[config.mk]
export PLATFORM = sky130hd
export DESIGN_NAME = mem_sram_ctrl
export DESIGN_NICKNAME = d
export VERILOG_FILES = /design/src/rtl/mem_sram_ctrl.sv
export SDC_FILE = /design/constraint.sdc
export NUM_CORES = 1
export LEC_CHECK = 0
export ABC_CLOCK_PERIOD_IN_PS = 2700
export CORE_MARGIN = 4
export CORE_UTILIZATION = 40
export DETAILED_ROUTE_END_ITERATION = 7
export PLACE_DENSITY_LB_ADDON = 0.05
export RECOVER_POWER = 50
export SLEW_MARGIN = 20
export SYNTH_ARGS = -nofsm -noshare
export SYNTH_HDL_FRONTEND = slang
export SYNTH_SLANG_ARGS = --single-unit
[constraint.sdc]
create_clock -name clk -period 2.7 [get_ports clk]
set_input_delay 0.54 -clock clk [delete_from_list [all_inputs] [get_ports clk]]
set_output_delay 0.54 -clock clk [all_outputs]
set_load 0.01 [all_outputs]
[src/rtl/mem_sram_ctrl.sv]
// mem_sram_ctrl -- memory-stage data-memory controller.
// Each 32-bit load or store becomes two 16-bit accesses to an external
// asynchronous SRAM: the low half-word (LO phase), then the high half-word
// (HI phase). Each phase lasts WAIT_CYCLES+1 cycles. `ready` is held low
// while a request is in flight, so the hazard logic can freeze the pipeline.
//
// Optional feature: define MEM_BOUNDS_CHECK_EN to flag accesses outside the
// 512 KiB SRAM window. Out-of-range accesses are then suppressed, and the
// sticky addr_err is set. When the macro is undefined, addr_err is 0 and
// addresses wrap.
//
// Ports:
//   clk, rst          clock, async active-low reset
//   rd_en, wr_en      load / store request (a store wins if both are high)
//   address           byte address; SRAM word 0 sits at BASE_ADDR
//   write_data        store data
//   read_data         load result (registered, held between loads)
//   ready             low while a request waits for completion
//   addr_err          sticky out-of-range flag
//   sram_*            SRAM pins (half-word address, DQ split into in/out/oe,
//                     active-low WE/OE)
module mem_sram_ctrl #(
  parameter int unsigned WAIT_CYCLES = 1,
  parameter logic [31:0] BASE_ADDR   = 32'd1024
) (
  input  logic        clk,
  input  logic        rst,
  input  logic        rd_en,
  input  logic        wr_en,
  input  logic [31:0] address,
  input  logic [31:0] write_data,
  output logic [31:0] read_data,
  output logic        ready,
  output logic        addr_err,
  output logic [17:0] sram_addr,
  output logic [15:0] sram_dq_out,
  output logic        sram_dq_oe,
  input  logic [15:0] sram_dq_in,
  output logic        sram_we_n,
  output logic        sram_oe_n
);

  typedef enum logic [1:0] {IDLE, LO, HI, DONE} state_e;

  localparam logic [3:0] WAIT_C = 4'(WAIT_CYCLES);

  state_e      state_q, state_d;
  logic [3:0]  cnt_q;
  logic        wr_q;
  logic        oor_q;
  logic [31:0] wdata_q;
  logic [31:0] read_data_q;
  logic [17:0] sram_addr_q;

  logic        req;
  logic        phase_end;
  logic [31:0] offset;
  logic        oor;

  assign req       = rd_en | wr_en;
  assign phase_end = (cnt_q == WAIT_C);
  assign offset    = address - BASE_ADDR;

`ifdef MEM_BOUNDS_CHECK_EN
  logic addr_err_q;
  assign oor      = (address < BASE_ADDR) | (|offset[31:19]);
  assign addr_err = addr_err_q;

  always_ff @(posedge clk or negedge rst) begin
    if (!rst)                    addr_err_q <= 1'b0;
    else if (state_q == IDLE && req && oor) addr_err_q <= 1'b1;
  end

  logic unused_offset;
  assign unused_offset = ^offset[1:0];
`else
  assign oor      = 1'b0;
  assign addr_err = 1'b0;

  logic unused_offset;
  assign unused_offset = ^{offset[31:19], offset[1:0]};
`endif

  // State register plus the datapath registers that follow it.
  always_ff @(posedge clk or negedge rst) begin
    if (!rst) begin
      state_q     <= IDLE;
      cnt_q       <= 4'd0;
      wr_q        <= 1'b0;
      oor_q       <= 1'b0;
      wdata_q     <= 32'd0;
      read_data_q <= 32'd0;
      sram_addr_q <= 18'd0;
    end else begin
      state_q <= state_d;
      case (state_q)
        IDLE: begin
          cnt_q <= 4'd0;
          if (req) begin
            wr_q        <= wr_en;
            oor_q       <= oor;
            wdata_q     <= write_data;
            sram_addr_q <= {offset[18:2], 1'b0};
          end
        end
        LO, HI: begin
          cnt_q <= phase_end ? 4'd0 : cnt_q + 4'd1;
          // The read is sampled on the last cycle of the phase. The HI sample
          // lands at the edge into DONE, so read_data is complete during DONE.
          if (phase_end && !wr_q && !oor_q) begin
            if (state_q == LO) read_data_q[15:0]  <= sram_dq_in;
            else               read_data_q[31:16] <= sram_dq_in;
          end
          if (phase_end && state_q == LO) sram_addr_q[0] <= 1'b1;
        end
        default: cnt_q <= 4'd0;
      endcase
    end
  end

  // Next-state logic. A dropped request in LO/HI does not abort the access.
  always_comb begin
    state_d = state_q;
    case (state_q)
      IDLE:    if (req) state_d = LO;
      LO:      if (phase_end) state_d = HI;
      HI:      if (phase_end) state_d = DONE;
      default: state_d = IDLE;
    endcase
  end

  // Output logic.
  always_comb begin
    sram_we_n   = 1'b1;
    sram_oe_n   = 1'b1;
    sram_dq_oe  = 1'b0;
    sram_dq_out = 16'd0;
    if (state_q == LO || state_q == HI) begin
      if (wr_q) begin
        sram_dq_oe  = 1'b1;
        sram_dq_out = (state_q == LO) ? wdata_q[15:0] : wdata_q[31:16];
        // WE is released on the last phase cycle, so data is held past the strobe.
        sram_we_n   = !(cnt_q < WAIT_C) || oor_q;
      end else begin
        sram_oe_n = 1'b0;
      end
    end
  end

  assign ready     = ~req | (state_q == DONE);
  assign read_data = read_data_q;
  assign sram_addr = sram_addr_q;

endmodule
# [Word level (Yosys, flattened, before mapping)]
# Cells that the tools add are included.
[totals] out_inout_bits=71 inputBits=84 wordCells=53 register_bits=89
[classes] reduce_logical=13 magnitude_cmp=1 bitwise_logic=4 mux=17 n_addsub=2 n_eq_ne=8
[ops] cell="16-bit two-way mux" count=3
[ops] cell="19-bit by 11-bit subtractor with 19-bit output, second input constant" count=1
[ops] cell="3-bit AND reduction" count=4
[ops] cell="4-bit two-way mux" count=2
[ops] cell="2-bit != test, second input constant" count=4
[ops] cell="1-bit two-way mux" count=7
[ops] cell="2-bit two-way mux" count=3
[ops] cell="2-bit one-hot mux with 3 select lines" count=1
[ops] cell="4-bit by 1-bit adder with 4-bit output, second input constant" count=1
[ops] cell="2-bit == test, second input constant" count=2
[ops] cell="4-bit by 1-bit == test with 1-bit output, second input constant" count=1
[ops] cell="4-bit by 1-bit less-than comparator with 1-bit output, second input constant" count=1
[ops] cell="2-bit by 1-bit == test with 1-bit output, second input constant" count=1
[ops] cell="1-bit logical AND" count=2
[ops] cell="1-bit logical NOT" count=2
[ops] cell="2-bit logical NOT" count=1
[ops] cell="1-bit inverter" count=2
[ops] cell="1-bit OR" count=2
[ops] cell="1-bit one-hot mux with 2 select lines" count=1
[ops] cell="2-bit AND reduction" count=1
[ops] cell="2-bit nonzero test" count=1
[ops] cell="2-bit OR reduction" count=1
[ops] cell="1-bit logical OR" count=1

# [Longest topological paths before layout]
# Gate-level depths: netlist of run 1.
[depth] ltp_word=4 ltp_mapped=7 mapped_depth_nobuf=5

# [Worst setup path before layout of run 1]
# No wires, ideal clock.
[synth_timing] path_type="reg-to-output" from="register state_q[1]" to="output sram_dq_out[10]" t_required_ns=2.160 path_stages_with_launch=7 path_buffers=2 t_arrival_ns=1.523 slack_ns=0.637 cell_sequence="dfrtp_1 > inv_1 > ha_1 > buf_2 > buf_2 > mux2i_1 > nor2_1"
[synth_via] elab_chain_cells=4 elab_cells_between_ends=6 cone_classes="eq/ne: 2; mux: 3; reduce/logical: 1"
[synth_rtl] element="from (decl)" line="47" text="state_e state_q, state_d;"
[synth_rtl] element="from (signal assigned)" line="95" text="state_q <= state_d;"
[synth_rtl] element="2-bit by 1-bit == test with 1-bit output" line="138, 141"
[synth_rtl] element="16-bit two-way mux" line="141" text="sram_dq_out = (state_q == LO) ? wdata_q[15:0] : wdata_q[31:16];"
[synth_rtl] element="16-bit two-way mux" line="139" text="if (wr_q) begin"
[synth_rtl] element="16-bit two-way mux (*)" line="138" text="if (state_q == LO || state_q == HI) begin"
[synth_rtl] element="to (decl)" line="36" text="output logic [15:0] sram_dq_out,"
# Mark *: on every way between the ends. The rest lies on a longest branch, timed or not.

# [Worst setup path after layout of run 1]
[layout_timing] from="register state_q[1]" to="output sram_oe_n"
[layout_via] elab_chain_cells=3 elab_cells_between_ends=4 cone_classes="eq/ne: 2; mux: 1; reduce/logical: 1"
[layout_rtl] element="2-bit by 1-bit == test with 1-bit output / 2-bit == test (equally long branches)" line="138"
[layout_rtl] element="1-bit logical OR (*)" line="138"
[layout_rtl] element="1-bit two-way mux (*)" line="138"
[layout_rtl] element="to (decl)" line="40" text="output logic sram_oe_n"
# Marks and branches as above.

==> results.py, run 1 <==
metrics = {
    "run_status": {
        "failed_checks": "capacitance limit, slew limit",
        "run_status": "finished with violations",
    },
    "routing": {
        "detailedRoute.firstIterationViolations": 85,
        "route.vias.total": 3058,
        "detail_route.vias_per_cell": 4.756,
        "postRouteWirelength_um": 9093,
        "drt-wirelength-per-cell_um": 14.14,
        "detail_route.drc_violations": 0,
        "ant_nets": 0,
        "detail_route.first_pass.iterations": 4,
    },
    "grt": {
        "antenna_violations_before_repair": 0,
        "globalRoute.totalOverflow": 0,
        "first_global_vias": 3044,
        "maximum_number_of_pins_on_one_net_before_global_route_repair": 54,
        "grt_pass1_wl_um": 15030,
        "global_route.usage.total_pct": 16.45,
    },
    "die": {
        "floorplan.initialDensity_pct": 41.66,
        "die_height_um": 106.6,
        "die_w_um": 106.6,
        "pin_count": 155,
        "core_area_um2": 9328,
        "fp-row-count": 35,
        "die_area_um2": 11360,
    },
    "clock_network": {
        "cts.hold.buffers_added": 0,
        "cts.htree.levels": 3,
        "clockRootBuffer": "clkbuf_8",
        "tritoncts": "built",
        "tritoncts_num_sinks": 89,
        "latest_clock_arrival_within_the_worst_skew_pair_ps": 350,
        "cts_inserted_buffers": 9,
        "cts.reportedPaths.clkPinSlew_ps": 90,
        "clockBufferDepth": 2,
    },
    "sta": {
        "grt_setup_unrepaired": "false",
        "worst_clock_skew_ps": 11.27,
        "timing.setup.tns_ps": 0,
        "worst_slew_margin_rel_pct": -36.74,
        "timing.final.max_slew_violations": 37,
        "final_period_minus_worst_setup_slack_ps": 2563,
        "worstMarginPinSlew_ps": 2051,
        "period_share_pct": 94.93,
        "max_freq_mhz": 390.1,
        "report.final.hold_viol_count": 0,
        "final_report_setup_violation_count": 0,
    },
    "logic_synthesis": {
        "synth.most_common_cell": "nand2_1",
        "syn_area_um2": 3886,
        "synth.lib_cells_used.distinct": 37,
        "synth-edff-count": 0,
        "synthFlopType": "dfrtp_1",
        "synth.top_cells.by_count": "nand2_1, dfrtp_1, mux2_2",
        "synth_nets": 457,
        "post-synth-top-area-cell": "dfrtp_1",
        "ys_top_cells_by_area": "dfrtp_1, nand2_1, mux2_2, mux2i_1, nor2_1",
        "yosys.area.top_type_share_pct": 57.31,
        "synth_sequential_area_ratio_pct": 57.31,
        "synth-warning-count": 0,
        "syn_inst": 367,
        "ys_async_sr_fraction_pct": 100.0,
        "avgSynthCellArea_um2": 10.59,
        "synth-seq-cells": 89,
    },
    "setup_path": {
        "rr_startpoint": "cnt_q[1]$_DFF_PN0_",
        "worst-endpoint-arrival_ps": 2020,
        "slack_of_the_worst_reg_to_reg_path_ps": 550,
        "critical_path.startpoint_type": "flip-flop",
        "critPathKind": "flip-flop to output port",
        "critPathRequiredTime_ps": 2160,
        "critPathLaunch": "state_q[1]$_DFFE_PN0P_",
        "critical_path_peak_fanout": 8,
        "crit_path_end_kind": "output port",
    },
    "pwr": {
        "irDropWorstVdd_mv": 0.4763,
        "share_seq_of_total_power_pct": 35.9,
        "power_switching_uw": 2270,
        "power_per_cell_area_nw_per_um2": 1148,
        "pwr-share-clk_pct": 15.8,
        "leakage_uw": 0.002784,
        "switching_share_pct": 34.78,
        "power.internal_uw": 4257,
        "comb_power_share_pct": 48.4,
    },
    "final_layout": {
        "syn2layout_area_growth_pct": 46.30,
        "num-nets-final": 599,
        "area_used_by_multi_input_combinational_logic_um2": 1560,
        "post_route_cells_drive_above_1_share_pct": 13.23,
        "final-seq-area_um2": 2227,
        "fin_area_um2": 5685,
        "diodes": 0,
        "layout.filler_cells": 838,
    },
    "job": {
        "maxCapViolations": 1,
    },
    "place": {
        "port_buffers": 138,
        "dp_hpwl_um": 6405,
        "dpl-instance-area_um2": 5435,
        "gp_congestion": 0.7595,
    },
    "min_path": {
        "hp-start": "sram_addr[7]$_DFFE_PN0P_",
        "hold_class": "flip-flop to flip-flop",
    },
}
repair_timing:
| item | in CTS | in global routing |
|---|---|---|
| pin swaps | 0 | 0 |
| buffers inserted | 1 | 1 |
| resized for setup | 2 | 14 |
| setup endpoints to repair | 3 | 14 |
sequential cells by signal (all words and copies together), names as in the netlist:
name       count
state_q        2
cnt_q          4
read_data     32
sram_addr     18
wr_q           1
wdata_q       32
cell families (layout without fill, tap and decap cells):
| family | after synthesis | count (layout) | synth area share (%) |
|---|---|---|---|
| buffers and inverters | 22 | 169 | 2.769 |
| multiplexers | 51 | 51 | 14.23 |
| flip-flops | 89 | 89 | 57.31 |
| AO/OA/AOI/OAI | 20 | 20 | 3.445 |
| XOR/XNOR | 5 | 5 | 1.127 |
| adder cells (fa/ha/maj) | 6 | 6 | 1.932 |
| other | 1 | 1 | 0.09649 |
| AND/OR/NAND/NOR | 173 | 173 | 19.09 |
per-stage QoR:
stage          utilization (%)  power (uW)  setup WS (ps)  cells  hold WS, ps
2_1_floorplan                -        4032          636.6    367        244.4
3_3_place_gp             58.27        5559          289.8    625        456.8
3_5_place_dp             58.27        5628          263.6    625        461.2
4_1_cts                  60.76        6676         0.4687    642        152.9
5_1_grt                  60.95        7037          38.70    643        506.9
6_report                 60.95        6526          136.8    643        481.5
worst max-delay path, cell delays in order, from the launching register on:
cell and delay (ps):
dfrtp_1 420, inv_1 90, ha_1 300, buf_4 170, nand2b_1 140, clkdlybuf4s50_1 570
placed cells by master, fill, tap and decap left out, types with 2 or more instances in the layout:
master             n
nor3b_1            2
bufinv_16          2
dlymetal6s2s_1    14
dfrtp_1           89
o21ai_0            6
a31oi_1            5
ha_1               6
dlygate4sd2_1      2
xnor2_1            4
clkdlybuf4s50_1  121
mux2i_1           17
or4_1              3
clkbuf_8          10
inv_1              5
nor2_1            22
nand2_1          130
or3_1              3
o21bai_1           3
clkbuf_2           2
mux2_2            34
and2_1             2
o31ai_1            3
buf_4              7
power groups by stage:
stage,clock (uW),combinational [uW],sequential (uW)
floorplan,0,1530,2500
detailed placement,0,3250,2380
global placement,0,3220,2340
global route,1110,3500,2430
CTS,1050,3280,2340
finish,1030,3160,2340
path summary, 6_finish.rpt:
kind | to | cells after the start
hold reg to reg | sram_addr[7]$_DFFE_PN0P_ | 2
setup / recovery | sram_oe_n | 5
max in group asynchronous | wdata_q[24]$_DFFE_PN0P_ | 1
min in group asynchronous | cnt_q[2]$_DFF_PN0_ | 1
hold / removal | sram_addr[7]$_DFFE_PN0P_ | 2
setup reg to reg | read_data[3]$_DFFE_PN0P_ | 3
area by class of cell:
cell class	count	area share, %
Timing Repair Buffer	148	26.21
Multi-Input combinational cell	256	27.44
Clock buffer	10	2.421
Sequential cell	89	39.17
Clock inverter	6	1.585
Inverter	5	0.3301
Tap cell	129	2.839
layer usage:
metal / vias up / routed length (um) / track usage, %
met2: 91 / 4279 / 26.17
met4: 0 / 102 / 4.658
met3: 10 / 619 / 4.493
li1: 1481 / - / -
met1: 1476 / 4091 / 22.14
met5: - / 0 / 0
No activity file was read; power rests on OpenSTA's default activity.
==> run 2, diff against run 1 <==
Settings changed: CELL_PAD_IN_SITES_DETAIL_PLACEMENT from default to 1, CELL_PAD_IN_SITES_GLOBAL_PLACEMENT from default to 2, CORE_UTILIZATION 40 to 26, MAX_ROUTING_LAYER from default to met4.
==> run 2 against run 1 <==
Against the previous run:
- highest routed layer unchanged
- combinational power rose by 6.6%
- hold slack worse by 48 ps
- flip-flop and latch count unchanged
- first-iteration DRC count is 31% lower
- the run now ends clean
- register-to-register slack lost 50 ps
- largest cell class unchanged
==> results.py, run 2 (same netlist as run 1, synthesis figures left out) <==
metrics = {
    "run_status": {
        "run_status": "complete, no violations",
    },
    "setup_path": {
        "cp_bufs_invs": 3,
        "crit_family": "buffers and inverters",
        "critical_path.startpoint_type": "flip-flop",
        "timing.critical_path.cells": "inv_1 > ha_1 > nand2_1 > buf_12 > nor2_1 > clkdlybuf4s50_1",
        "crit_path_end_kind": "output port",
        "critPathKind": "flip-flop to output port",
        "critPathRequiredTime_ps": 2160,
        "critical-path-slowest-cell": "clkdlybuf4s50_1",
        "rr_startpoint": "cnt_q[1]$_DFF_PN0_",
        "worst-endpoint-arrival_ps": 2060,
        "r2r-end": "read_data[8]$_DFFE_PN0P_",
        "worst_r2r_path_depth": 3,
        "slowest_delay_ps": 560,
        "critical_path_peak_fanout": 17,
        "slack_of_the_worst_reg_to_reg_path_ps": 500,
    },
    "final_layout": {
        "final_core_util_pct": 40.05,
        "mostFrequentLayoutCell": "clkdlybuf4s50_1",
        "post_route_cells_drive_above_1_share_pct": 13.76,
        "layout_common_cells": "clkdlybuf4s50_1, nand2_1, dfrtp_1, mux2_2, nor2_1",
        "area_used_by_multi_input_combinational_logic_um2": 1564,
        "layout.filler_cells": 1607,
        "syn2layout_area_growth_pct": 50.35,
        "num-nets-final": 601,
        "final-seq-area_um2": 2227,
        "diodes": 0,
    },
    "pwr": {
        "power_per_cell_area_nw_per_um2": 1177,
        "power_switching_uw": 2394,
        "switching_share_pct": 34.83,
        "leakage_uw": 0.002598,
        "share_seq_of_total_power_pct": 34.1,
        "post-layout-total-power_uw": 6875,
        "power.internal_uw": 4480,
        "pwr-share-clk_pct": 16.9,
        "comb_power_share_pct": 49.0,
        "irDropWorstVdd_mv": 0.3035,
    },
    "die": {
        "die_area_um2": 16970,
        "floorplan.initialDensity_pct": 26.64,
        "die_w_um": 130.3,
        "fp-row-count": 44,
        "pin_count": 155,
        "die_height_um": 130.3,
        "core_area_um2": 14590,
    },
    "clock_network": {
        "latest_clock_arrival_within_the_worst_skew_pair_ps": 340,
        "clockRootBuffer": "clkbuf_16",
        "cts.hold.buffers_added": 0,
        "tritoncts": "built",
        "clockBufferDepth": 2,
        "cts.reportedPaths.clkPinSlew_ps": 60,
        "cts_inserted_buffers": 9,
        "cts.htree.levels": 3,
        "tritoncts_num_sinks": 89,
    },
    "sta": {
        "timing.final.max_slew_violations": 0,
        "worst_slew_margin_rel_pct": 20.59,
        "final_period_minus_worst_setup_slack_ps": 2604,
        "period_share_pct": 96.44,
        "worstMarginPinSlew_ps": 1191,
        "setup_slack_ps": 96.16,
        "report.final.hold_viol_count": 0,
        "worst_clock_skew_ps": 3.301,
        "max_freq_mhz": 384.0,
        "final_report_setup_violation_count": 0,
    },
    "grt": {
        "maximum_number_of_pins_on_one_net_before_global_route_repair": 51,
        "antenna_violations_before_repair": 0,
        "globalRoute.totalOverflow": 0,
        "grt_pass1_wl_um": 17090,
        "first_global_vias": 3304,
        "global_route.usage.total_pct": 13.47,
    },
    "routing": {
        "detailedRoute.firstIterationViolations": 59,
        "detail_route.first_pass.iterations": 3,
        "postRouteWirelength_um": 10630,
        "route.vias.total": 3047,
        "drt-wirelength-per-cell_um": 15.18,
        "ant_nets": 0,
        "detail_route.drc_violations": 0,
        "detail_route.vias_per_cell": 4.353,
    },
    "place": {
        "port_buffers": 138,
        "dp_hpwl_um": 7693,
        "dp_slack_ps": 257.1,
        "gp_congestion": 0.7570,
    },
    "min_path": {
        "hold_class": "primary input to async pin",
    },
    "job": {
        "maxCapViolations": 0,
    },
}
## run 2: worst max-delay path by stage
stage                                      start                        end  cells after the start
after detailed placement             address[10]  sram_addr[17]$_DFFE_PN0P_                      6
final                     state_q[0]$_DFFE_PN0P_            sram_dq_out[10]                      6
after global placement               address[10]  sram_addr[15]$_DFFE_PN0P_                      6
after global routing      state_q[0]$_DFFE_PN0P_             sram_dq_out[0]                      6
after CTS                 state_q[0]$_DFFE_PN0P_                  sram_we_n                      7
after floorplan           state_q[1]$_DFFE_PN0P_            sram_dq_out[10]                      6
## run 2: power by group through the flow
stage	sequential, uW	clock (uW)	combinational [uW]
global route	2440	1270	3740
global placement	2360	0	3390
CTS	2370	1210	3450
floorplan	2500	0	1530
detailed placement	2390	0	3440
finish	2340	1160	3370
## run 2: per-stage QoR
stage | std cells | setup TNS, ps | hold WS (ps) | instance area, um2
final | 700 | 0 | 433.2 | 5843
after global routing | 700 | -153.6 | 502.0 | 5843
after global placement | 682 | 0 | 457.9 | 5557
after detailed placement | 682 | 0 | 462.6 | 5557
after CTS | 698 | 0 | 225.6 | 5831
after floorplan | 367 | 0 | 244.4 | 3886
## run 2: timing repair
action / CTS / global route
buffers inserted: 0 / 2
setup endpoints to repair: 0 / 16
hold endpoints to repair: 0 / 0
gates resized for setup: 0 / 2
## run 2: area by class of cell
class | count | area share (%)
Clock buffer | 10 | 3.919
Clock inverter | 6 | 0.7709
Inverter | 5 | 0.3212
Multi-Input combinational cell | 256 | 26.77
Sequential cell | 89 | 38.12
Tap cell | 184 | 3.940
Timing Repair Buffer | 150 | 26.17
## run 2: layer usage
| metal | vias to the layer above | GRT usage [%] | wire [um] |
|---|---|---|---|
| met5 | - | - | 0 |
| met4 | 0 | 5.318 | 172 |
| met3 | 13 | 2.865 | 617 |
| met2 | 82 | 21.21 | 5027 |
| met1 | 1463 | 16.94 | 4811 |
| li1 | 1489 | - | - |
